## src/rtl/fabric_mem_load_resp.sv

```systemverilog
// fabric_mem_load_resp
//   Memory-side responder for the load PE protocol. Accepts load addresses,
//   issues reads to a synchronous fixed-latency SRAM, buffers returned words
//   in a response FIFO and delivers them in acceptance order. A credit
//   counter (in-flight reads + FIFO entries) gates new requests so read
//   data is never dropped under response backpressure.
//
// Ports
//   clk          clock
//   rst          synchronous active-high reset
//   req_valid    load address valid
//   req_ready    load address accepted (credit available)
//   req_data     load address (word index)
//   mem_rd_en    SRAM read strobe
//   mem_rd_addr  SRAM read address
//   mem_rd_data  SRAM data, valid RD_LATENCY cycles after mem_rd_en
//   resp_valid   load data valid
//   resp_ready   load data consumer ready
//   resp_data    load data
//   err_oob      sticky flag: an out-of-range address was seen
module fabric_mem_load_resp #(
  parameter int DATA_WIDTH  = 32,
  parameter int ADDR_WIDTH  = 10,
  parameter int MEM_DEPTH   = 1024,
  parameter int RD_LATENCY  = 2,
  parameter int QUEUE_DEPTH = 4
) (
  input  logic                  clk,
  input  logic                  rst,
  input  logic                  req_valid,
  output logic                  req_ready,
  input  logic [DATA_WIDTH-1:0] req_data,
  output logic                  mem_rd_en,
  output logic [ADDR_WIDTH-1:0] mem_rd_addr,
  input  logic [DATA_WIDTH-1:0] mem_rd_data,
  output logic                  resp_valid,
  input  logic                  resp_ready,
  output logic [DATA_WIDTH-1:0] resp_data,
  output logic                  err_oob
);

  localparam int CNT_W = $clog2(QUEUE_DEPTH + 1);
  localparam int PTR_W = (QUEUE_DEPTH > 1) ? $clog2(QUEUE_DEPTH) : 1;
  localparam logic [CNT_W-1:0]    CREDITS     = CNT_W'(QUEUE_DEPTH);
  localparam logic [PTR_W-1:0]    PTR_LAST    = PTR_W'(QUEUE_DEPTH - 1);
  // One extra bit so MEM_DEPTH == 2**DATA_WIDTH is still representable.
  localparam logic [DATA_WIDTH:0] DEPTH_LIMIT = (DATA_WIDTH + 1)'(MEM_DEPTH);

  logic [CNT_W-1:0]      outstanding;
  logic [CNT_W-1:0]      fifo_count;
  logic [PTR_W-1:0]      wr_ptr;
  logic [PTR_W-1:0]      rd_ptr;
  logic [DATA_WIDTH-1:0] fifo_mem [QUEUE_DEPTH];
  logic [RD_LATENCY-1:0] pipe_vld;
  logic [RD_LATENCY-1:0] pipe_oob;

  logic                  in_range;
  logic                  accept;
  logic                  resp_fire;
  logic                  fifo_wr;
  logic                  fifo_wr_oob;
  logic [DATA_WIDTH-1:0] fifo_wdata;

  // Range check on the full request word, not the truncated SRAM address.
  assign in_range    = ({1'b0, req_data} < DEPTH_LIMIT);
  assign req_ready   = !rst && (outstanding < CREDITS);
  assign accept      = req_valid && req_ready;
  assign mem_rd_en   = accept && in_range;
  assign mem_rd_addr = req_data[ADDR_WIDTH-1:0];

  assign resp_valid  = !rst && (fifo_count != '0);
  assign resp_data   = fifo_mem[rd_ptr];
  assign resp_fire   = resp_valid && resp_ready;

  // The last pipeline stage lines up with the SRAM data return.
  assign fifo_wr     = pipe_vld[RD_LATENCY-1];
  assign fifo_wr_oob = pipe_oob[RD_LATENCY-1];
  assign fifo_wdata  = fifo_wr_oob ? '0 : mem_rd_data;

  always_ff @(posedge clk) begin
    if (rst) begin
      pipe_vld    <= '0;
      pipe_oob    <= '0;
      outstanding <= '0;
      fifo_count  <= '0;
      wr_ptr      <= '0;
      rd_ptr      <= '0;
      err_oob     <= 1'b0;
    end else begin
      pipe_vld[0] <= accept;
      pipe_oob[0] <= accept && !in_range;
      for (int unsigned i = 1; i < unsigned'(RD_LATENCY); i++) begin
        pipe_vld[i] <= pipe_vld[i-1];
        pipe_oob[i] <= pipe_oob[i-1];
      end

      if (accept && !resp_fire) begin
        outstanding <= outstanding + 1'b1;
      end else if (!accept && resp_fire) begin
        outstanding <= outstanding - 1'b1;
      end

      if (fifo_wr && !resp_fire) begin
        fifo_count <= fifo_count + 1'b1;
      end else if (!fifo_wr && resp_fire) begin
        fifo_count <= fifo_count - 1'b1;
      end

      if (fifo_wr) begin
        wr_ptr <= (wr_ptr == PTR_LAST) ? '0 : wr_ptr + 1'b1;
      end
      if (resp_fire) begin
        rd_ptr <= (rd_ptr == PTR_LAST) ? '0 : rd_ptr + 1'b1;
      end

      if (fifo_wr && fifo_wr_oob) begin
        err_oob <= 1'b1;
      end
    end
  end

  // Storage needs no reset; occupancy is tracked by fifo_count.
  always_ff @(posedge clk) begin
    if (fifo_wr) begin
      fifo_mem[wr_ptr] <= fifo_wdata;
    end
  end

endmodule

```

## config.mk

```make
export PLATFORM = sky130hd
export DESIGN_NAME = fabric_mem_load_resp
export DESIGN_NICKNAME = d
export VERILOG_FILES = /design/src/rtl/fabric_mem_load_resp.sv
export SDC_FILE = /design/constraint.sdc
export NUM_CORES = 1
export LEC_CHECK = 0
export ABC_AREA = 1
export CAP_MARGIN = 5
export CORE_UTILIZATION = 56
export DETAILED_ROUTE_END_ITERATION = 6
export PLACE_DENSITY = 0.91
export REMOVE_ABC_BUFFERS = 1
export SLEW_MARGIN = 0
export SYNTH_ARGS = -nofsm -noshare
export SYNTH_HDL_FRONTEND = slang
export SYNTH_SLANG_ARGS = --single-unit
```

## constraint.sdc

```tcl
create_clock -name clk -period 2.9 [get_ports clk]
set_clock_uncertainty 0.2 [all_clocks]
set_input_delay 0.435 -clock clk [delete_from_list [all_inputs] [get_ports clk]]
set_output_delay 0.435 -clock clk [all_outputs]
set_load 0.03 [all_outputs]
```

* After elaboration in Yosys (flattened, before gate mapping)
Memories as Yosys holds them, arrays and structs flattened. A register that Yosys moved wholly into a read port is not among the register bits.
Cells that the tools add are included.
** Operators by class
- Multiplexer cells :: 11
- Equality and inequality tests :: 2
- Reduce and logical (&&, ||, !) cells :: 19
- $lt $le $gt $ge :: 2
- Add/subtract/negate cells :: 6
** Operators by type and width (number)
- < comparator 32 x 11 -> 1 bit (second input constant) :: 1
- 2-to-1 mux 32 bit :: 1
- 2-to-1 mux 3 bit :: 4
- logical AND 1 bit :: 11
- 2-to-1 mux 2 bit :: 4
- adder 3 x 1 -> 3 bit (second input constant) :: 2
- subtractor 3 x 1 -> 3 bit (second input constant) :: 2
- zero test 1 bit :: 5
- adder 2 x 1 -> 2 bit (second input constant) :: 2
- == test 2 bit (second input constant) :: 2
- nonzero test 2 bit :: 2
- < comparator 3 bit (second input constant) :: 1
- nonzero test 3 bit :: 1
- 2-to-1 mux 1 bit :: 2
** Storage, ports and cells
- Register bits :: 15
- RAM bits :: 128
- Bits of input ports :: 68
- Memories kept :: 1
- Word-level logic and storage cells :: 48
** Memory list
- fifo_mem :: depth 4, bits a word 32, read ports 1, clocked after Yosys merged registers in 1, write ports 1, RTL line 53 : logic [DATA_WIDTH-1:0] fifo_mem [QUEUE_DEPTH];

* Longest topological paths before layout
Gate-level depths: netlist (run 1).
- Word-level depth :: 7
- Gate-level depth with buffers :: 13

* Worst setup path after synthesis (run 1)
Ideal clock, no wire load.
- Kind :: input -> register
- From :: input port rst
- To :: register outstanding[2]
- Library setup time :: 0.113 ns
- Setup slack :: 0.468 ns
- Path buffers :: 1
- Data required time :: 2.587 ns
- Stages on the path :: 13
- Data arrival time :: 2.120 ns
- Path through :: buf_6 > nor2_1 > nand2_1 > inv_1 > ha_1 > inv_1 > fa_1 > inv_1 > nand2_1 > nand3_1 > nand2_1 > nand2_1 > nor2_1
** On the way
- Cells in the longest elaborated chain, start to end :: 6
- Elaborated cells on any way between the ends :: 11
- Classes of those cells :: mux: 1; reduce/logical: 10
** RTL lines
- start: declaration :: RTL line 29 : input logic rst,
- zero test 1 bit (*) :: RTL line 66 : assign req_ready = !rst && (outstanding < CREDITS);
- logical AND 1 bit (*) :: RTL line 66
- via req_ready :: RTL line 31 : output logic req_ready,
- logical AND 1 bit (*) :: RTL line 67 : assign accept = req_valid && req_ready;
- via accept :: RTL line 58 : logic accept;
- zero test 1 bit :: RTL line 99 : end else if (!accept && resp_fire) begin
- logical AND 1 bit :: RTL line 99
- nonzero test 2 bit (no source line)
- end signal: assignment :: RTL line 98 : outstanding <= outstanding + 1'b1;
- end signal: assignment :: RTL line 100 : outstanding <= outstanding - 1'b1;
- end: declaration :: RTL line 49 : logic [CNT_W-1:0] outstanding;
The timed path passes the listed nets; every way through them passes the cells marked *.
A chain may end at the register's enable or synchronous reset.

==> results.sh, run 1 <==
export IMPL_port_buffer_count=93
export IMPL_diodes=0
export IMPL_nFillCells=666
export IMPL_endpoint_kind="primary output"
export IMPL_clkLatencyLatePin_ns=0.51
export IMPL_synth_compound_area_frac=0.0963
export IMPL_layout_nets=676
export IMPL_initial_utilization=0.578
export IMPL_rsz0062_at_grt="false"
export IMPL_setup_viol=0
export IMPL_muxShareOfSynthArea=0
export IMPL_ant_nets=0
export IMPL_synthToLayoutAreaGrowth_pct=24.9
export IMPL_yosysSeqAreaShare=0.698
export IMPL_grt_pass1_wl_um=19500
export IMPL_antenna_found_initial=0
export IMPL_synth_area_leaders="edfxtp_1 64%, nor2_1 7.8%, dfxtp_1 5.7%"
export IMPL_hold_path_endpoint="pipe_oob[1]$_SDFF_PP0_"
export IMPL_fp_dieArea_um2=11100
export IMPL_path_class="reg -> out"
export IMPL_cts_hold_buf=0
export IMPL_fp_dieH_um=105
export IMPL_grt_max_degree=65
export IMPL_cp_start_kind="flip-flop"
export IMPL_status="complete, no violations"
export IMPL_dr_pass1_iters=7
export IMPL_reg2reg_depth=11
export IMPL_cts_buffers=17
export IMPL_die_w_um=105
export IMPL_synth_area_um2=5990
export IMPL_p_leak_nw=2.92
export IMPL_worstPathArrival_ns=2.19
export IMPL_cap_violations=0
export IMPL_worst_slew_pin_slew_ns=0.484
export IMPL_multi_input_area_um2=1310
export IMPL_fin_tns_setup_ns=0
export IMPL_route_detailed_drc=0
export IMPL_synth_warnings=0
export IMPL_utilization=0.722
export IMPL_crit_fanout=64
export IMPL_hpwl_um=7220
export IMPL_hold_path_startpoint="pipe_oob[0]$_SDFF_PP0_"
export IMPL_drv_slew=0
export IMPL_cp_top_family="buffers and inverters"
export IMPL_r2r_end="fifo_count[2]$_SDFFE_PP0P_"
export IMPL_synth_top_family_by_area="simple AND/OR/NAND/NOR gates"
export IMPL_synth_seq_cells=145
export IMPL_synth_top_area_cell="edfxtp_1"
export IMPL_period_needed_ns=2.82
export IMPL_io_pins=114
export IMPL_regToRegSetupSlack_ns=0.78
export IMPL_cts_root_buf="clkbuf_8"
export IMPL_yosys_area_share_simple=0.100
export IMPL_yosysTopAreaCellShare=0.642
export IMPL_vias=4105
export IMPL_gp_congestion=0.765
export IMPL_clk_pin_slew_ns=0.06
export IMPL_crit_required_ns=2.27
export IMPL_max_slew_margin_rel=0.678
export IMPL_wirelength_um=12400
export IMPL_synth_cell_types=25
export IMPL_synth_adder_area_share=0.0213
export IMPL_drtIter0Drc=374
export IMPL_routed_via_density=5.49
export IMPL_finalHoldViolCount=0
export IMPL_drive_gt1_frac=0.0850
export IMPL_grt_overflow=0
export IMPL_worstHoldPathType="reg -> reg"
export IMPL_cts_tree="yes"
export IMPL_synth_cells=509
export IMPL_peakVddDrop_uv=384
export IMPL_core_area_um2=10400
export IMPL_routedWlPerCell_um=16.6
export IMPL_timing_final_crit_share=0.973
export IMPL_cts_sink_count=145
export IMPL_cp_slowest_cell="clkdlybuf4s50_1"
export IMPL_slowest_delay_ns=0.70
export IMPL_whs_path_depth=2
export IMPL_clock_path_buffers=2
export IMPL_fmaxAchievable_ghz=0.354
export IMPL_grt_total_usage=0.234
export IMPL_crit_chain="inv_12, nor2_1, o22ai_1, clkdlybuf4s50_1"
export IMPL_h_tree_depth=4
export IMPL_path_buf_inv=2
export IMPL_r2r_start="fifo_count[0]$_SDFFE_PP0P_"
export IMPL_seq_area_um2=4190
export IMPL_synth_xor_area_frac=0.00146
export IMPL_syn_avg_cell_area_um2=11.8
export IMPL_rows=37
export IMPL_grt_pass1_vias=4165
export IMPL_p_per_area_nw_per_um2=668
[kinds of logic (layout without fill, tap and decap cells)]
kind of cell | after synthesis | count (layout)
DFF | 145 | 145
adders and majority gates | 9 | 9
buffers and inverters | 93 | 196
and+or+nand+nor | 154 | 154
AOI/OAI and AO/OA | 107 | 107
xor gates and xnor gates | 1 | 1
[sequential cells by signal, summed over array words and instances (netlist names), named ones only]
signal	count
wr_ptr	2
outstanding	3
err_oob	1
rd_ptr	2
pipe_vld	2
pipe_oob	2
fifo_count	3
fifo_mem	128
[worst min-delay path: stages, from the launching register on]
cell	delay [ns]
dfxtp_1	0.30
inv_1	0.04
nor2_1	0.03
[cells in the final DEF, fill, tap and decap left out, drive strengths merged]
cell type | synthesis | layout
fa | 2 | 2
a31oi | 1 | 1
o22ai | 32 | 32
clkdlybuf4s50 | 0 | 64
clkinv | 0 | 3
ha | 7 | 7
nor2 | 124 | 124
nor3 | 1 | 1
dlygate4sd2 | 0 | 17
edfxtp | 128 | 128
clkinvlp | 0 | 4
clkbuf | 2 | 18
nand2 | 20 | 20
or2 | 2 | 2
o21ai | 69 | 69
inv | 59 | 66
nand3 | 6 | 6
dlymetal6s2s | 0 | 10
buf | 32 | 14
xor2 | 1 | 1
dfxtp | 17 | 17
nand4 | 1 | 1
a21oi | 5 | 5
[stage by stage]
stage	total power [mW]	std cells	setup slack (ns)	instance area [µm²]	hold WS [ns]
after floorplan	2.80	475	0.209	5730	0.188
after global placement	3.08	715	0.169	6920	0.188
after detailed placement	3.11	715	0.148	6920	0.198
after CTS	5.02	748	0.00386	7460	0.209
after global routing	5.16	748	0.0169	7480	0.246
final	5.00	748	0.0790	7480	0.206
[power by group]
part,total [mW],switching [mW],internal [mW]
Clock,1.95,0.869,1.08
Combinational,0.676,0.416,0.260
Sequential,2.37,0.0361,2.34
[cell usage after synthesis]
| cell | instances |
|---|---|
| edfxtp_1 | 128 |
| nor2_1 | 124 |
| inv_1 | 56 |
| o21ai_0 | 41 |
| o22ai_1 | 32 |
| o21ai_1 | 28 |
| nand2_1 | 20 |
| dfxtp_1 | 17 |
| buf_4 | 13 |
| buf_6 | 10 |
| buf_2 | 9 |
| ha_1 | 7 |
| a21oi_1 | 5 |
| nand3_1 | 5 |
| clkbuf_1 | 2 |
| fa_1 | 2 |
| or2_2 | 2 |
| a31oi_1 | 1 |
| inv_2 | 1 |
| inv_4 | 1 |
| inv_8 | 1 |
| nand3_2 | 1 |
| nand4_1 | 1 |
| nor3_1 | 1 |
| xor2_1 | 1 |
[per-layer routing]
layer  GRT usage  share of wire
met3      0.0680          0.078
met5           0              0
met2       0.416           0.52
met4      0.0996          0.013
met1       0.261           0.39
[worst max path at each step]
stage	from	to	slack [ns]	cells after the start
2_1_floorplan	flip-flop	resp_data[0]	0.21	2
4_1_cts	flip-flop	resp_data[8]	0.004	4
6_report	flip-flop	resp_data[20]	0.08	4
3_5_place_dp	req_data[10]	mem_rd_en	0.15	6
5_1_grt	flip-flop	resp_data[20]	0.02	4
3_3_place_gp	req_data[10]	mem_rd_en	0.17	6
[area by class of cell]
cell class | count | share of cell area
Sequential cell | 145 | 0.560
Timing Repair Buffer | 105 | 0.138
Tap cell | 136 | 0.0227
Clock inverter | 14 | 0.0164
Clock buffer | 18 | 0.0558
Multi-Input combinational cell | 271 | 0.175
Inverter | 59 | 0.0316
[what timing repair did]
action                     in CTS  in global routing
buffers inserted                1                  0
resized for setup              19                 10
setup endpoints to repair      30                 10
pin swaps                       0                  0
hold endpoints to repair        0                  0
gates cloned                    0                  0
No activity file was read; power rests on OpenSTA's default activity.
==> run 2: changes to the inputs <==
--- a/config.mk
+++ b/config.mk
@@ -11,6 +11,7 @@
 export DETAILED_ROUTE_END_ITERATION = 6
 export PLACE_DENSITY = 0.91
 export REMOVE_ABC_BUFFERS = 1
+export SETUP_SLACK_MARGIN = 0.4
 export SLEW_MARGIN = 0
 export SYNTH_ARGS = -nofsm -noshare
 export SYNTH_HDL_FRONTEND = slang
==> results.sh, run 2 (synthesis results as in run 1) <==
export IMPL_grt_max_degree=65
export IMPL_h_tree_depth=4
export IMPL_ant_nets=0
export IMPL_drv_slew=0
export IMPL_seqPwrFrac=0.471
export IMPL_gp_congestion=0.765
export IMPL_clkLatencyLatePin_ns=0.51
export IMPL_synthToLayoutAreaGrowth_pct=24.5
export IMPL_fmaxAchievable_ghz=0.405
export IMPL_final_cell_mix="128 x edfxtp_1, 124 x nor2_1, 59 x clkdlybuf4s50_1"
export IMPL_period_needed_ns=2.47
export IMPL_power_frac_comb=0.137
export IMPL_max_slew_margin_rel=0.677
export IMPL_cts_buffers=17
export IMPL_r2r_end="fifo_count[2]$_SDFFE_PP0P_"
export IMPL_clock_path_buffers=2
export IMPL_p_per_area_nw_per_um2=675
export IMPL_drive_gt1_frac=0.144
export IMPL_layout_nets=681
export IMPL_setup_viol=0
export IMPL_p_leak_nw=2.86
export IMPL_largest_reg_flops=128
export IMPL_grt_overflow=0
export IMPL_worstPathArrival_ns=1.83
export IMPL_slowest_delay_ns=0.49
export IMPL_initial_utilization=0.578
export IMPL_cp_top_family="buffers and inverters"
export IMPL_cts_root_buf="clkbuf_8"
export IMPL_crit_fanout=7
export IMPL_timing_final_crit_share=0.851
export IMPL_r2r_start="fifo_count[0]$_SDFFE_PP0P_"
export IMPL_hpwl_um=7220
export IMPL_hold_path_startpoint="pipe_vld[0]$_SDFF_PP0_"
export IMPL_wirelength_um=13300
export IMPL_switching_share=0.270
export IMPL_cap_violations=0
export IMPL_grt_pass1_vias=4281
export IMPL_clk_pin_slew_ns=0.06
export IMPL_cp_slowest_cell="dfxtp_4"
export IMPL_rows=37
export IMPL_port_buffer_count=93
export IMPL_grt_pass1_wl_um=20500
export IMPL_cts_tree="yes"
export IMPL_fin_tns_setup_ns=0
export IMPL_reg2reg_depth=11
export IMPL_vias=4222
export IMPL_whs_path_depth=2
export IMPL_core_area_um2=10400
export IMPL_dr_pass1_iters=5
export IMPL_cp_start_kind="flip-flop"
export IMPL_status="complete, no violations"
export IMPL_crit_required_ns=2.27
export IMPL_antenna_found_initial=0
export IMPL_path_buf_inv=2
export IMPL_die_w_um=105
export IMPL_p_int_mw=3.67
export IMPL_finalHoldViolCount=0
export IMPL_fp_dieH_um=105
export IMPL_utilization=0.719
export IMPL_p_sw_mw=1.36
export IMPL_fin_area_um2=7460
export IMPL_path_class="reg -> out"
export IMPL_route_detailed_drc=0
export IMPL_routedWlPerCell_um=17.7
export IMPL_worst_slew_pin_slew_ns=0.485
export IMPL_dpl_cell_area_um2=6920
export IMPL_routed_via_density=5.61
export IMPL_grt_total_usage=0.248
export IMPL_hold_path_endpoint="pipe_vld[1]$_SDFF_PP0_"
export IMPL_clkPwrFrac=0.391
export IMPL_reg_top3="fifo_mem x128, fifo_count x3, outstanding x3"
export IMPL_largest_register="fifo_mem"
export IMPL_io_pins=114
export IMPL_fp_dieArea_um2=11100
export IMPL_mostFrequentLayoutCell="edfxtp_1"
export IMPL_rsz0062_at_grt="true"
export IMPL_cts_sink_count=145
export IMPL_worstHoldPathType="reg -> reg"
export IMPL_hold_ws_ns=0.206
export IMPL_diodes=0
export IMPL_crit_chain="buf_2, o21ai_0, o22ai_1, clkdlybuf4s15_2"
export IMPL_endpoint_kind="primary output"
export IMPL_drtIter0Drc=405
export IMPL_peakVddDrop_uv=390
export IMPL_regToRegSetupSlack_ns=0.78
-- run 2: cell types whose count changed in the layout (fill, tap and decap cells not counted), moves of 3 or more --
cell             previous run  this run
dlygate4sd2_1              17         1
buf_2                       0        15
clkdlybuf4s15_2             0        10
dlymetal6s2s_1             10         0
clkbuf_2                    0         5
clkdlybuf4s50_1            64        59
buf_4                      12        15
-- run 2: per-layer routing --
layer	vias up	track usage	routed length, µm
met4	0	0.115	240
met3	27	0.0643	1340
met5	-	0	0
met2	284	0.448	7030
li1	1935	-	-
met1	1976	0.273	4730
-- run 2: timing repair --
| item | in CTS | in global routing |
|---|---|---|
| resized for setup | 102 | 37 |
| setup buffers | 5 | 0 |
| setup endpoints to repair | 34 | 27 |
| cloned | 0 | 1 |
| hold buffers | 0 | 0 |
-- run 2: worst reg2reg max path, stage by stage, from the launching register on --
cell and delay (ns):
dfxtp_1 0.33, inv_1 0.13, nand3_1 0.10, nand3_2 0.12, ha_1 0.17, inv_1 0.07, fa_1 0.38, or2_2 0.32
nand3_1 0.07, nand2_1 0.05, inv_1 0.04, nor2_1 0.04
-- run 2: metrics by stage --
stage,power [mW],cells,setup slack (ns)
final,5.04,753,0.432
after global routing,5.19,753,0.389
after CTS,5.02,752,0.287
after detailed placement,3.11,715,0.148
after global placement,3.08,715,0.169
after floorplan,2.80,475,0.209
-- run 2: cell type report --
type,instances,area (µm²)
Clock inverter,14,123
Clock buffer,18,418
Fill cell,660,2910
Sequential cell,145,4190
Inverter,59,239
Tap cell,136,170
Timing Repair Buffer,110,1010
Multi-Input combinational cell,271,1310
-- run 2: power by group through the flow --
| stage | Combinational (mW) | Clock, mW | Sequential, mW |
|---|---|---|---|
| 6_report | 0.691 | 1.97 | 2.37 |
| 5_1_grt | 0.748 | 2.06 | 2.38 |
| 4_1_cts | 0.690 | 1.96 | 2.37 |
| 3_5_place_dp | 0.686 | 0 | 2.42 |
| 3_3_place_gp | 0.664 | 0 | 2.42 |
| 2_1_floorplan | 0.374 | 0 | 2.43 |
-- run 2: worst max path at each step --
stage	startpoint	end	slack [ns]	cells past startpoint
global route	flip-flop	resp_data[26]	0.39	4
global placement	req_data[10]	mem_rd_en	0.17	6
detailed placement	req_data[10]	mem_rd_en	0.15	6
CTS	flip-flop	resp_data[18]	0.29	4
finish	flip-flop	resp_data[26]	0.43	4
floorplan	flip-flop	resp_data[0]	0.21	2
==> run 3: changes to the inputs <==
--- a/config.mk
+++ b/config.mk
@@ -7,9 +7,9 @@
 export LEC_CHECK = 0
 export ABC_AREA = 1
 export CAP_MARGIN = 5
-export CORE_UTILIZATION = 56
+export CORE_UTILIZATION = 45
 export DETAILED_ROUTE_END_ITERATION = 6
-export PLACE_DENSITY = 0.91
+export PLACE_DENSITY = 0.77
 export REMOVE_ABC_BUFFERS = 1
 export SETUP_SLACK_MARGIN = 0.4
 export SLEW_MARGIN = 0
==> results.sh, run 3 (synthesis results as in run 1) <==
export IMPL_status="complete, no violations"
export IMPL_port_buffer_count=93
export IMPL_crit_fanout=4
export IMPL_grt_pass1_wl_um=19300
export IMPL_grt_max_degree=65
export IMPL_fin_area_um2=7570
export IMPL_cts_root_buf="clkbuf_16"
export IMPL_dr_pass1_iters=4
export IMPL_max_slew_margin_rel=0.470
export IMPL_worstHoldPathType="reg -> reg"
export IMPL_worst_slew_pin_slew_ns=0.795
export IMPL_peakVddDrop_uv=432
export IMPL_clk_pin_slew_ns=0.05
export IMPL_fin_tns_setup_ns=0
export IMPL_regToRegSetupSlack_ns=0.76
export IMPL_cts_sink_count=145
export IMPL_largest_reg_flops=128
export IMPL_cap_violations=0
export IMPL_hpwl_um=7300
export IMPL_drv_slew=0
export IMPL_drive_gt1_frac=0.127
export IMPL_setup_viol=0
export IMPL_cts_buffers=17
export IMPL_clock_path_buffers=2
export IMPL_final_cell_mix="128 x edfxtp_1, 124 x nor2_1, 59 x clkdlybuf4s50_1"
export IMPL_crit_required_ns=2.27
export IMPL_io_pins=114
export IMPL_route_detailed_drc=0
export IMPL_p_leak_nw=2.85
export IMPL_drtIter0Drc=302
export IMPL_cp_start_kind="primary input"
export IMPL_h_tree_depth=4
export IMPL_finalHoldViolCount=0
export IMPL_routed_via_density=5.10
export IMPL_period_needed_ns=2.46
export IMPL_initial_utilization=0.467
export IMPL_layout_nets=677
export IMPL_rows=41
export IMPL_dpl_cell_area_um2=6960
export IMPL_p_per_area_nw_per_um2=673
export IMPL_wirelength_um=12300
export IMPL_path_class="in -> out"
export IMPL_routedWlPerCell_um=15.7
export IMPL_fp_dieArea_um2=13800
export IMPL_die_w_um=117
export IMPL_mostFrequentLayoutCell="edfxtp_1"
export IMPL_timing_final_crit_share=0.847
export IMPL_antenna_found_initial=0
export IMPL_core_area_um2=12800
export IMPL_grt_pass1_vias=4066
export IMPL_endpoint_kind="primary output"
export IMPL_fp_dieH_um=117
export IMPL_gp_congestion=0.764
export IMPL_synthToLayoutAreaGrowth_pct=26.4
export IMPL_ant_nets=0
export IMPL_cts_tree="yes"
export IMPL_worstPathArrival_ns=1.82
export IMPL_rsz0062_at_grt="true"
export IMPL_largest_register="fifo_mem"
export IMPL_grt_overflow=0
export IMPL_grt_total_usage=0.182
export IMPL_vias=4007
export IMPL_reg_top3="fifo_mem x128, fifo_count x3, outstanding x3"
export IMPL_clkLatencyLatePin_ns=0.41
export IMPL_diodes=0
export IMPL_fmaxAchievable_ghz=0.407
export IMPL_cts_hold_buf=0
## run 3: layer usage
metal / GRT usage / vias up / routed length, µm
met5: 0 / - / 0
met4: 0.0657 / 0 / 111
met3: 0.0632 / 11 / 775
met2: 0.325 / 134 / 6330
met1: 0.200 / 1929 / 5080
li1: - / 1933 / -
## run 3: through the flow
step	hold slack [ns]	util	setup WS [ns]	instances	power, mW
floorplan	0.188	-	0.209	475	2.80
global route	0.239	0.591	0.365	785	5.29
detailed placement	0.192	0.543	0.169	751	3.12
finish	0.199	0.591	0.445	785	5.10
global placement	0.183	0.543	0.183	751	3.09
CTS	0.200	0.589	0.316	783	5.12
## run 3: final timing paths
kind	from	end	cells past startpoint
hold reg to reg	pipe_oob[0]$_SDFF_PP0_	pipe_oob[1]$_SDFF_PP0_	2
hold / removal	pipe_oob[0]$_SDFF_PP0_	pipe_oob[1]$_SDFF_PP0_	2
setup reg to reg	fifo_count[1]$_SDFFE_PP0P_	fifo_count[2]$_SDFFE_PP0P_	11
setup / recovery	rst	req_ready	3
## run 3: repair_timing
item,4_1_cts,5_1_grt
resized for setup,71,14
setup endpoints to repair,29,28
cloned,0,1
buffers inserted,0,1
## run 3: report_power, final
group | internal (mW) | switching [mW] | total (mW) | leakage [nW]
clock network | 1.27 | 0.769 | 2.04 | 0.274
registers | 2.34 | 0.0424 | 2.38 | 1.30
logic | 0.267 | 0.412 | 0.679 | 1.28
total | 3.88 | 1.22 | 5.10 | 2.85
## run 3: critical path, stage by stage
cell	delay (ns)
clkdlybuf4s50_1	0.51
nor2_1	0.18
clkdlybuf4s50_1	0.69
## run 3: layout make-up
cell class	instances	area, µm²
Fill cell	1064	5250
Sequential cell	145	4190
Multi-Input combinational cell	271	1310
Clock inverter	9	81.3
Clock buffer	23	489
Timing Repair Buffer	106	1050
Tap cell	172	215
Inverter	59	236
